## config.mk

```make
export PLATFORM = sky130hd
export DESIGN_NAME = up_sign_rx
export DESIGN_NICKNAME = d
export VERILOG_FILES = /design/src/rtl/up_sign_rx_pkg.sv /design/src/rtl/uart_byte_rx.sv /design/src/rtl/up_sign_rx.sv
export SDC_FILE = /design/constraint.sdc
export NUM_CORES = 1
export LEC_CHECK = 0
export ABC_CLOCK_PERIOD_IN_PS = 2550
export CORE_ASPECT_RATIO = 1.25
export CORE_MARGIN = 3
export CORE_UTILIZATION = 35
export CTS_CLUSTER_DIAMETER = 40
export CTS_CLUSTER_SIZE = 16
export DETAILED_ROUTE_END_ITERATION = 12
export PLACE_DENSITY = 0.65
export SLEW_MARGIN = 20
export SYNTH_ARGS = -nofsm -noshare
export SYNTH_HDL_FRONTEND = slang
export SYNTH_HIERARCHICAL = 1
export SYNTH_SLANG_ARGS = --single-unit
export TNS_END_PERCENT = 5
```

## constraint.sdc

```tcl
create_clock -name clk -period 2.55 [get_ports clk]
set_input_delay 0.51 -clock clk [delete_from_list [all_inputs] [get_ports clk]]
set_output_delay 0.51 -clock clk [all_outputs]
set_load 0.005 [all_outputs]
```

## src/rtl/up_sign_rx_pkg.sv

```systemverilog
// ============================================================================
// Module  : up_sign_rx_pkg
// Brief   : Shared frame constants and FSM encodings for the upstream status receiver.
// Revision: 1.0 - initial release
// ============================================================================
`default_nettype none

package up_sign_rx_pkg;

  localparam logic [7:0] c_SOF       = 8'hA5;
  localparam int         c_FRAME_LEN = 16;
  localparam logic [3:0] c_IDX_FIRST = 4'd1;
  localparam logic [3:0] c_IDX_CRC   = 4'(c_FRAME_LEN - 1);
  localparam int         c_SHADOW_W  = 8 * (c_FRAME_LEN - 2);

  typedef enum logic [1:0] {
    RX_IDLE  = 2'd0,
    RX_START = 2'd1,
    RX_DATA  = 2'd2,
    RX_STOP  = 2'd3
  } rx_state_t;

  typedef enum logic [1:0] {
    FR_HUNT    = 2'd0,
    FR_PAYLOAD = 2'd1,
    FR_CHECK   = 2'd2
  } frm_state_t;

endpackage

`default_nettype wire

```

## src/rtl/uart_byte_rx.sv

```systemverilog
// ============================================================================
// Module  : uart_byte_rx
// Brief   : 2-FF synchroniser plus 8N1 UART byte receiver with mid-bit sampling.
// Revision: 1.0 - initial release
// ============================================================================
`default_nettype none

module uart_byte_rx
  import up_sign_rx_pkg::*;
#(
  parameter int CLKS_PER_BIT = 434
) (
  input  logic       clk,
  input  logic       rstn,
  input  logic       rxd,
  output logic [7:0] rx_byte,
  output logic       byte_vld,
  output logic       byte_ferr
);

  localparam int                 c_CNT_W = $clog2(CLKS_PER_BIT + 1);
  localparam logic [c_CNT_W-1:0] c_HALF  = c_CNT_W'(CLKS_PER_BIT / 2 - 1);
  localparam logic [c_CNT_W-1:0] c_FULL  = c_CNT_W'(CLKS_PER_BIT - 1);

  rx_state_t          r_state;
  rx_state_t          w_state_nxt;
  logic               r_rxd_meta;
  logic               r_rxd_sync;
  logic               r_rxd_prev;
  logic [c_CNT_W-1:0] r_cnt;
  logic [2:0]         r_bit_idx;
  logic [7:0]         r_shift;
  logic               r_byte_vld;
  logic               r_byte_ferr;

  always_ff @(posedge clk) begin
    if (!rstn) r_state <= RX_IDLE;
    else       r_state <= w_state_nxt;
  end

  always_comb begin
    w_state_nxt = r_state;
    unique case (r_state)
      RX_IDLE:  if (r_rxd_prev && !r_rxd_sync) w_state_nxt = RX_START;
      RX_START: if (r_cnt == c_HALF) w_state_nxt = r_rxd_sync ? RX_IDLE : RX_DATA;
      RX_DATA:  if (r_cnt == c_FULL && r_bit_idx == 3'd7) w_state_nxt = RX_STOP;
      RX_STOP:  if (r_cnt == c_FULL) w_state_nxt = RX_IDLE;
      default:  w_state_nxt = RX_IDLE;
    endcase
  end

  // After the half-bit start check every later sample lands one full bit on.
  always_ff @(posedge clk) begin
    if (!rstn) begin
      r_rxd_meta  <= 1'b1;
      r_rxd_sync  <= 1'b1;
      r_rxd_prev  <= 1'b1;
      r_cnt       <= '0;
      r_bit_idx   <= '0;
      r_shift     <= '0;
      r_byte_vld  <= 1'b0;
      r_byte_ferr <= 1'b0;
    end else begin
      r_rxd_meta  <= rxd;
      r_rxd_sync  <= r_rxd_meta;
      r_rxd_prev  <= r_rxd_sync;
      r_byte_vld  <= 1'b0;
      r_byte_ferr <= 1'b0;

      if (r_state == RX_IDLE || r_cnt == c_FULL || (r_state == RX_START && r_cnt == c_HALF))
        r_cnt <= '0;
      else
        r_cnt <= r_cnt + 1'b1;

      if (r_state == RX_START) r_bit_idx <= '0;

      if (r_state == RX_DATA && r_cnt == c_FULL) begin
        r_shift   <= {r_rxd_sync, r_shift[7:1]};
        r_bit_idx <= r_bit_idx + 1'b1;
      end

      if (r_state == RX_STOP && r_cnt == c_FULL) begin
        r_byte_vld  <= r_rxd_sync;
        r_byte_ferr <= !r_rxd_sync;
      end
    end
  end

  assign rx_byte   = r_shift;
  assign byte_vld  = r_byte_vld;
  assign byte_ferr = r_byte_ferr;

endmodule

`default_nettype wire

```

## src/rtl/up_sign_rx.sv

```systemverilog
// ============================================================================
// Module  : up_sign_rx
// Brief   : Upstream power-unit status frame receiver; optional link watchdog
//           enabled by defining UP_LINK_TIMEOUT_EN.
// Revision: 1.0 - initial release
// ============================================================================
`default_nettype none

module up_sign_rx
  import up_sign_rx_pkg::*;
#(
  parameter int          CLKS_PER_BIT = 434,
  parameter int          GAP_CLKS     = 20 * 434,
  parameter logic [15:0] EXP_VER      = 16'h3011,
  parameter int          TIMEOUT_CLKS = 5_000_000
) (
  input  logic        clk,
  input  logic        rstn,
  input  logic        rxd,
  output logic        fault,
  output logic        rect_over,
  output logic [15:0] state,
  output logic [11:0] volt,
  output logic [15:0] fre_data,
  output logic [12:0] t_data,
  output logic [19:0] rect_data,
  output logic [15:0] ver,
  output logic        ver_mismatch,
  output logic        frame_ok,
  output logic        crc_err,
  output logic        fmt_err,
  output logic        link_lost
);

  localparam int                 c_GAP_W   = $clog2(GAP_CLKS + 2);
  localparam logic [c_GAP_W-1:0] c_GAP_MAX = c_GAP_W'(GAP_CLKS);

  logic [7:0]            w_rx_byte;
  logic                  w_byte_vld;
  logic                  w_byte_ferr;
  frm_state_t            r_frm;
  frm_state_t            w_frm_nxt;
  logic                  w_latch;
  logic                  w_crc_bad;
  logic                  w_fmt_bad;
  logic [3:0]            r_idx;
  logic [7:0]            r_sum;
  logic [c_GAP_W-1:0]    r_gap;
  logic [c_SHADOW_W-1:0] r_shadow;
  logic                  r_fault;
  logic                  r_rect_over;
  logic [15:0]           r_state_word;
  logic [11:0]           r_volt;
  logic [15:0]           r_fre;
  logic [12:0]           r_t;
  logic [19:0]           r_rect;
  logic [15:0]           r_ver;
  logic                  r_ver_mismatch;
  logic                  r_frame_ok;
  logic                  r_crc_err;
  logic                  r_fmt_err;
  logic                  r_link_lost;
  logic                  w_unused_rsvd;

  uart_byte_rx #(.CLKS_PER_BIT(CLKS_PER_BIT)) u_byte_rx (
    .clk       (clk),
    .rstn      (rstn),
    .rxd       (rxd),
    .rx_byte   (w_rx_byte),
    .byte_vld  (w_byte_vld),
    .byte_ferr (w_byte_ferr)
  );

  always_ff @(posedge clk) begin
    if (!rstn) r_frm <= FR_HUNT;
    else       r_frm <= w_frm_nxt;
  end

  // The checksum compare happens on B15 arrival so the pulse and the new
  // field values appear together one clock after the stop-bit sample.
  always_comb begin
    w_frm_nxt = r_frm;
    w_latch   = 1'b0;
    w_crc_bad = 1'b0;
    w_fmt_bad = 1'b0;
    unique case (r_frm)
      FR_HUNT: if (w_byte_vld && w_rx_byte == c_SOF) w_frm_nxt = FR_PAYLOAD;
      FR_PAYLOAD: begin
        if (w_byte_ferr || r_gap > c_GAP_MAX) begin
          w_fmt_bad = 1'b1;
          w_frm_nxt = FR_HUNT;
        end else if (w_byte_vld && r_idx == c_IDX_CRC) begin
          w_frm_nxt = FR_CHECK;
          w_latch   = (r_sum == w_rx_byte);
          w_crc_bad = (r_sum != w_rx_byte);
        end
      end
      FR_CHECK: w_frm_nxt = FR_HUNT;
      default:  w_frm_nxt = FR_HUNT;
    endcase
  end

  always_ff @(posedge clk) begin
    if (!rstn) begin
      r_idx          <= '0;
      r_sum          <= '0;
      r_gap          <= '0;
      r_shadow       <= '0;
      r_fault        <= 1'b0;
      r_rect_over    <= 1'b0;
      r_state_word   <= '0;
      r_volt         <= '0;
      r_fre          <= '0;
      r_t            <= '0;
      r_rect         <= '0;
      r_ver          <= '0;
      r_ver_mismatch <= 1'b0;
      r_frame_ok     <= 1'b0;
      r_crc_err      <= 1'b0;
      r_fmt_err      <= 1'b0;
    end else begin
      r_frame_ok <= w_latch;
      r_crc_err  <= w_crc_bad;
      r_fmt_err  <= w_fmt_bad;

      if (r_frm == FR_HUNT && w_frm_nxt == FR_PAYLOAD) begin
        r_idx <= c_IDX_FIRST;
        r_sum <= '0;
      end else if (r_frm == FR_PAYLOAD && w_frm_nxt == FR_PAYLOAD && w_byte_vld) begin
        r_shadow <= {r_shadow[c_SHADOW_W-9:0], w_rx_byte};
        r_sum    <= r_sum + w_rx_byte;
        r_idx    <= r_idx + 1'b1;
      end

      if (r_frm == FR_PAYLOAD && !w_byte_vld) r_gap <= r_gap + 1'b1;
      else                                    r_gap <= '0;

      // Shadow holds B1 in the top byte down to B14 in the bottom byte.
      if (w_latch) begin
        r_fault        <= r_shadow[104];
        r_rect_over    <= r_shadow[105];
        r_state_word   <= r_shadow[103:88];
        r_volt         <= r_shadow[83:72];
        r_fre          <= r_shadow[71:56];
        r_t            <= r_shadow[52:40];
        if (r_shadow[105]) r_rect <= r_shadow[35:16];
        r_ver          <= r_shadow[15:0];
        r_ver_mismatch <= (r_shadow[15:0] != EXP_VER);
      end
    end
  end

  assign w_unused_rsvd = ^{r_shadow[111:106], r_shadow[87:84], r_shadow[55:53], r_shadow[39:36]};

`ifdef UP_LINK_TIMEOUT_EN
  localparam int                c_WD_W   = $clog2(TIMEOUT_CLKS + 1);
  localparam logic [c_WD_W-1:0] c_WD_MAX = c_WD_W'(TIMEOUT_CLKS - 1);

  logic [c_WD_W-1:0] r_wd;

  always_ff @(posedge clk) begin
    if (!rstn) begin
      r_wd        <= '0;
      r_link_lost <= 1'b1;
    end else if (w_latch) begin
      r_wd        <= '0;
      r_link_lost <= 1'b0;
    end else if (r_wd == c_WD_MAX) begin
      r_link_lost <= 1'b1;
    end else begin
      r_wd <= r_wd + 1'b1;
    end
  end

  assign fault = r_fault | r_link_lost;
`else
  logic w_unused_timeout;

  always_ff @(posedge clk) begin
    if (!rstn)        r_link_lost <= 1'b1;
    else if (w_latch) r_link_lost <= 1'b0;
  end

  assign w_unused_timeout = (TIMEOUT_CLKS == 0);
  assign fault            = r_fault;
`endif

  assign rect_over    = r_rect_over;
  assign state        = r_state_word;
  assign volt         = r_volt;
  assign fre_data     = r_fre;
  assign t_data       = r_t;
  assign rect_data    = r_rect;
  assign ver          = r_ver;
  assign ver_mismatch = r_ver_mismatch;
  assign frame_ok     = r_frame_ok;
  assign crc_err      = r_crc_err;
  assign fmt_err      = r_fmt_err;
  assign link_lost    = r_link_lost;

endmodule

`default_nettype wire

```

==> out/qor.yml, run 1 <==
logic_synthesis:
  syn_nets: 1233
  synth_area_sq_mm: 0.01016
  avgSynthCellArea_sq_um: 8.373
  synth_edf_count: 0
  yosysUniqueCellTypes: 59
  synth_warnings: 6
  ys_ff_latch: 261
  synth_cells: 1214
  ys_seq_area_frac: 0.5140
  synthArstFlopShare: 0
  synth_ff_type: "dfxtp_1"
global_routing:
  overflow: 0
  track_usage: 0.1599
  antenna_found_initial: 0
  grt_pass1_wl_mm: 42.06
  grt_pass1_vias: 8340
  grt_max_degree: 82
critical_path:
  rr_endpoint: "rect_data[3]$_SDFFE_PN0P_"
  endpoint_kind: "register"
  critPathTopFamily: "simple AND/OR/NAND/NOR gates"
  r2r_slack_ns: 0.17
  rr_startpoint: "r_idx[0]$_SDFFE_PN0P_"
  cp_slowest_cell: "or4b_4"
  critPathMaxFanout: 20
  critical_path_arrival_ns: 2.75
  worst_setup_path_start_kind: "register"
  rr_worst_depth: 7
  crit_path_start: "r_idx[0]$_SDFFE_PN0P_"
  worstSetupPathType: "register to register"
  crit_buf_inv: 1
  cpPeakStageDelay_ns: 0.54
  path_cells: "ha_1 -> and4_1 -> or4b_4 -> a2111oi_4 -> buf_12 -> mux2i_1 -> nor2_1"
  required_ns: 2.93
clock_network:
  cts_made_buffers: 34
  cts_hold_buffers: 0
  clk_pin_slew_ns: 0.06
  clock-sinks: 261
  post_cts_buffers: 0
  cts_max_path_buffers: 3
  clock-root-buffer: "clkbuf_16"
  cts_tree: "done"
  ctsHtreeMaxLevel: 2
  clk_latency_ns: 0.50
  postCtsResizedCells: 0
timing:
  layout_min_cycle_time_ns: 2.375
  fin_skew_ns: 0.02018
  worst_pin_slew_ns: 0.7331
  fmax_mhz: 421.0
  rsz0062_at_grt: "no"
  maxSlewHeadroom: 0.5112
  fin_crit_sh: 0.9315
  finalMaxSlewViolations: 0
  hold_viol_final: 0
  setup_violations: 0
  tns_ns: 0
job:
  max-cap-violations: 0
finish:
  layout_commonest_cell: "dfxtp_1"
  area_growth_pct: 25.37
  fill_cells: 2751
  antenna_cells: 0
  nets: 1307
  layout_common_cells: "dfxtp_1 (261), nand2_1 (244), a21oi_1 (199)"
  drive_above_1_share: 0.07399
pwr:
  worst_ir_drop_vdd_mv: 0.3419
  power_mw: 9.027
  power.leakage_nw: 4.075
  p_per_area_mw_per_mm2: 708.3
floorplanning:
  rows: 69
  dieArea_sq_mm: 0.03114
  top_level_ports: 103
  chipWidth_um: 158.4
  initial_utilization: 0.3568
  coreArea_sq_mm: 0.02849
  die-height_um: 196.5
hold_path:
  min_from: "u_byte_rx/r_rxd_meta$_SDFF_PN1_"
  hold_depth: 1
  min_to: "u_byte_rx/r_rxd_sync$_SDFF_PN1_"
  hold_path.class: "register to register"
routing:
  vias: 8618
  vias_per_cell: 5.173
  wl_per_cell_um: 15.21
  routed_wl_mm: 25.34
  drc: 0
  drt_pass1_iterations: 5
  postRouteAntennaNets: 0
  first_iter_violations: 566
placement:
  hpwl_mm: 16.00
  io_buffers: 102
  globalplace.congestion: 0.7849
run_status:
  status: "completed"
[worst max path at each step]
stage                                 end  slack [ns]  depth (start not counted)
3_5_place_dp    rect_data[3]$_SDFFE_PN0P_        0.18                          7
4_1_cts         rect_data[3]$_SDFFE_PN0P_        0.16                          7
3_3_place_gp   rect_data[15]$_SDFFE_PN0P_        0.23                          6
5_1_grt         rect_data[0]$_SDFFE_PN0P_        0.01                          7
6_report        rect_data[3]$_SDFFE_PN0P_        0.17                          7
2_1_floorplan  rect_data[19]$_SDFFE_PN0P_        0.35                          8
[layout make-up]
type                            instances  area (sq um)  area share
Clock inverter                         16         207.7     0.01630
Sequential cell                       261          5225      0.4100
Inverter                               16         65.06    0.005106
Timing Repair Buffer                  129          1311      0.1029
Tap cell                              355         444.2     0.03486
Multi-Input combinational cell        846          4532      0.3556
Clock buffer                           43         958.4     0.07521
[routing by layer]
metal / GRT usage / routed length (um) / share of wire / up-vias
li1: - / - / - / 4292
met1: 0.2114 / 11380 / 0.45 / 4104
met2: 0.2722 / 12530 / 0.49 / 190
met3: 0.02526 / 974 / 0.038 / 32
met4: 0.04176 / 452 / 0.018 / 0
met5: 0 / 0 / 0 / -
[registers in the layout, indices dropped and copies added, names as in the netlist, 2 cells and up, named ones only]
signal and count:
u_byte_rx/r_bit_idx 3, rect_data 20, fre_data 16, state 16, r_idx 4, t_data 13, r_shadow 106, volt 12
r_gap 14, ver 16, u_byte_rx/rx_byte 8, u_byte_rx/r_cnt 9, r_frm 2, r_sum 8
[worst reg2reg max path: cells and delay by family, from the launching register on]
kind | cells | cell delay [ns]
adders and majority gates | 1 | 0.19
and+or+nand+nor | 3 | 0.92
AOI/OAI and AO/OA | 1 | 0.34
muxes | 1 | 0.23
buffers and inverters | 1 | 0.23
DFF | 1 | 0.36
[cell families after synthesis]
logic type / count (synthesis) / share of synthesized area
simple gates: 461 / 0.2056
compound gates: 318 / 0.1668
flops: 261 / 0.5140
buf+inv: 107 / 0.04542
mux: 30 / 0.02967
xor+xnor: 21 / 0.01809
fa+ha+maj: 16 / 0.02043
[power breakdown]
part           internal [mW]  switching (mW)  total [mW]
Clock                   3.08            1.77        4.85
Combinational         0.0213          0.0684      0.0897
Sequential              4.08         0.00391        4.09
Total                   7.18            1.84        9.03
[per-stage QoR]
stage	hold WS [ns]	std cells	instance area, sq um	worst slack, ns	utilization
global placement	0.3886	1607	11580	0.2293	0.4064
detailed placement	0.3977	1607	11580	0.1767	0.4064
finish	0.4043	1666	12740	0.1747	0.4473
floorplan	0.3863	1214	10160	0.3478	-
CTS	0.4091	1666	12740	0.1604	0.4473
global route	0.4120	1666	12740	0.01026	0.4473
[cells in the mapped netlist, types with 2 or more instances]
| library cell | instances | area [sq um] |
|---|---|---|
| xnor2_1 | 9 | 78.83 |
| inv_1 | 14 | 52.55 |
| and4_1 | 2 | 17.52 |
| a211oi_1 | 3 | 22.52 |
| nor3_1 | 12 | 60.06 |
| buf_6 | 3 | 33.78 |
| nor4bb_1 | 2 | 20.02 |
| or3_1 | 5 | 31.28 |
| o211ai_1 | 4 | 30.03 |
| and3_1 | 3 | 18.77 |
| nor2_1 | 56 | 210.2 |
| nand2b_1 | 12 | 75.07 |
| xor2_1 | 12 | 105.1 |
| o21ai_0 | 90 | 450.4 |
| nor2b_1 | 12 | 75.07 |
| ha_1 | 15 | 187.7 |
| inv_2 | 2 | 7.510 |
| clkbuf_1 | 72 | 270.3 |
| buf_4 | 7 | 52.55 |
| nand4b_1 | 3 | 26.28 |
| a21oi_1 | 199 | 996.0 |
| dfxtp_1 | 261 | 5225 |
| or2_2 | 2 | 12.51 |
| mux2i_1 | 29 | 290.3 |
| nand3_1 | 87 | 435.4 |
| o22ai_1 | 3 | 18.77 |
| buf_2 | 8 | 40.04 |
| nor4b_1 | 3 | 26.28 |
| nor4_1 | 5 | 31.28 |
| nand4_1 | 5 | 31.28 |
| nand2_1 | 244 | 915.9 |
| a2bb2oi_1 | 2 | 17.52 |
| a21o_1 | 2 | 15.01 |
Power figures use the tool's default switching activity.
==> run 2, diff against run 1 <==
Settings changed: HOLD_SLACK_MARGIN set to 0.03.
==> results of run 2 <==
The final DEF is identical to that of run 1; final timing and power are the same.
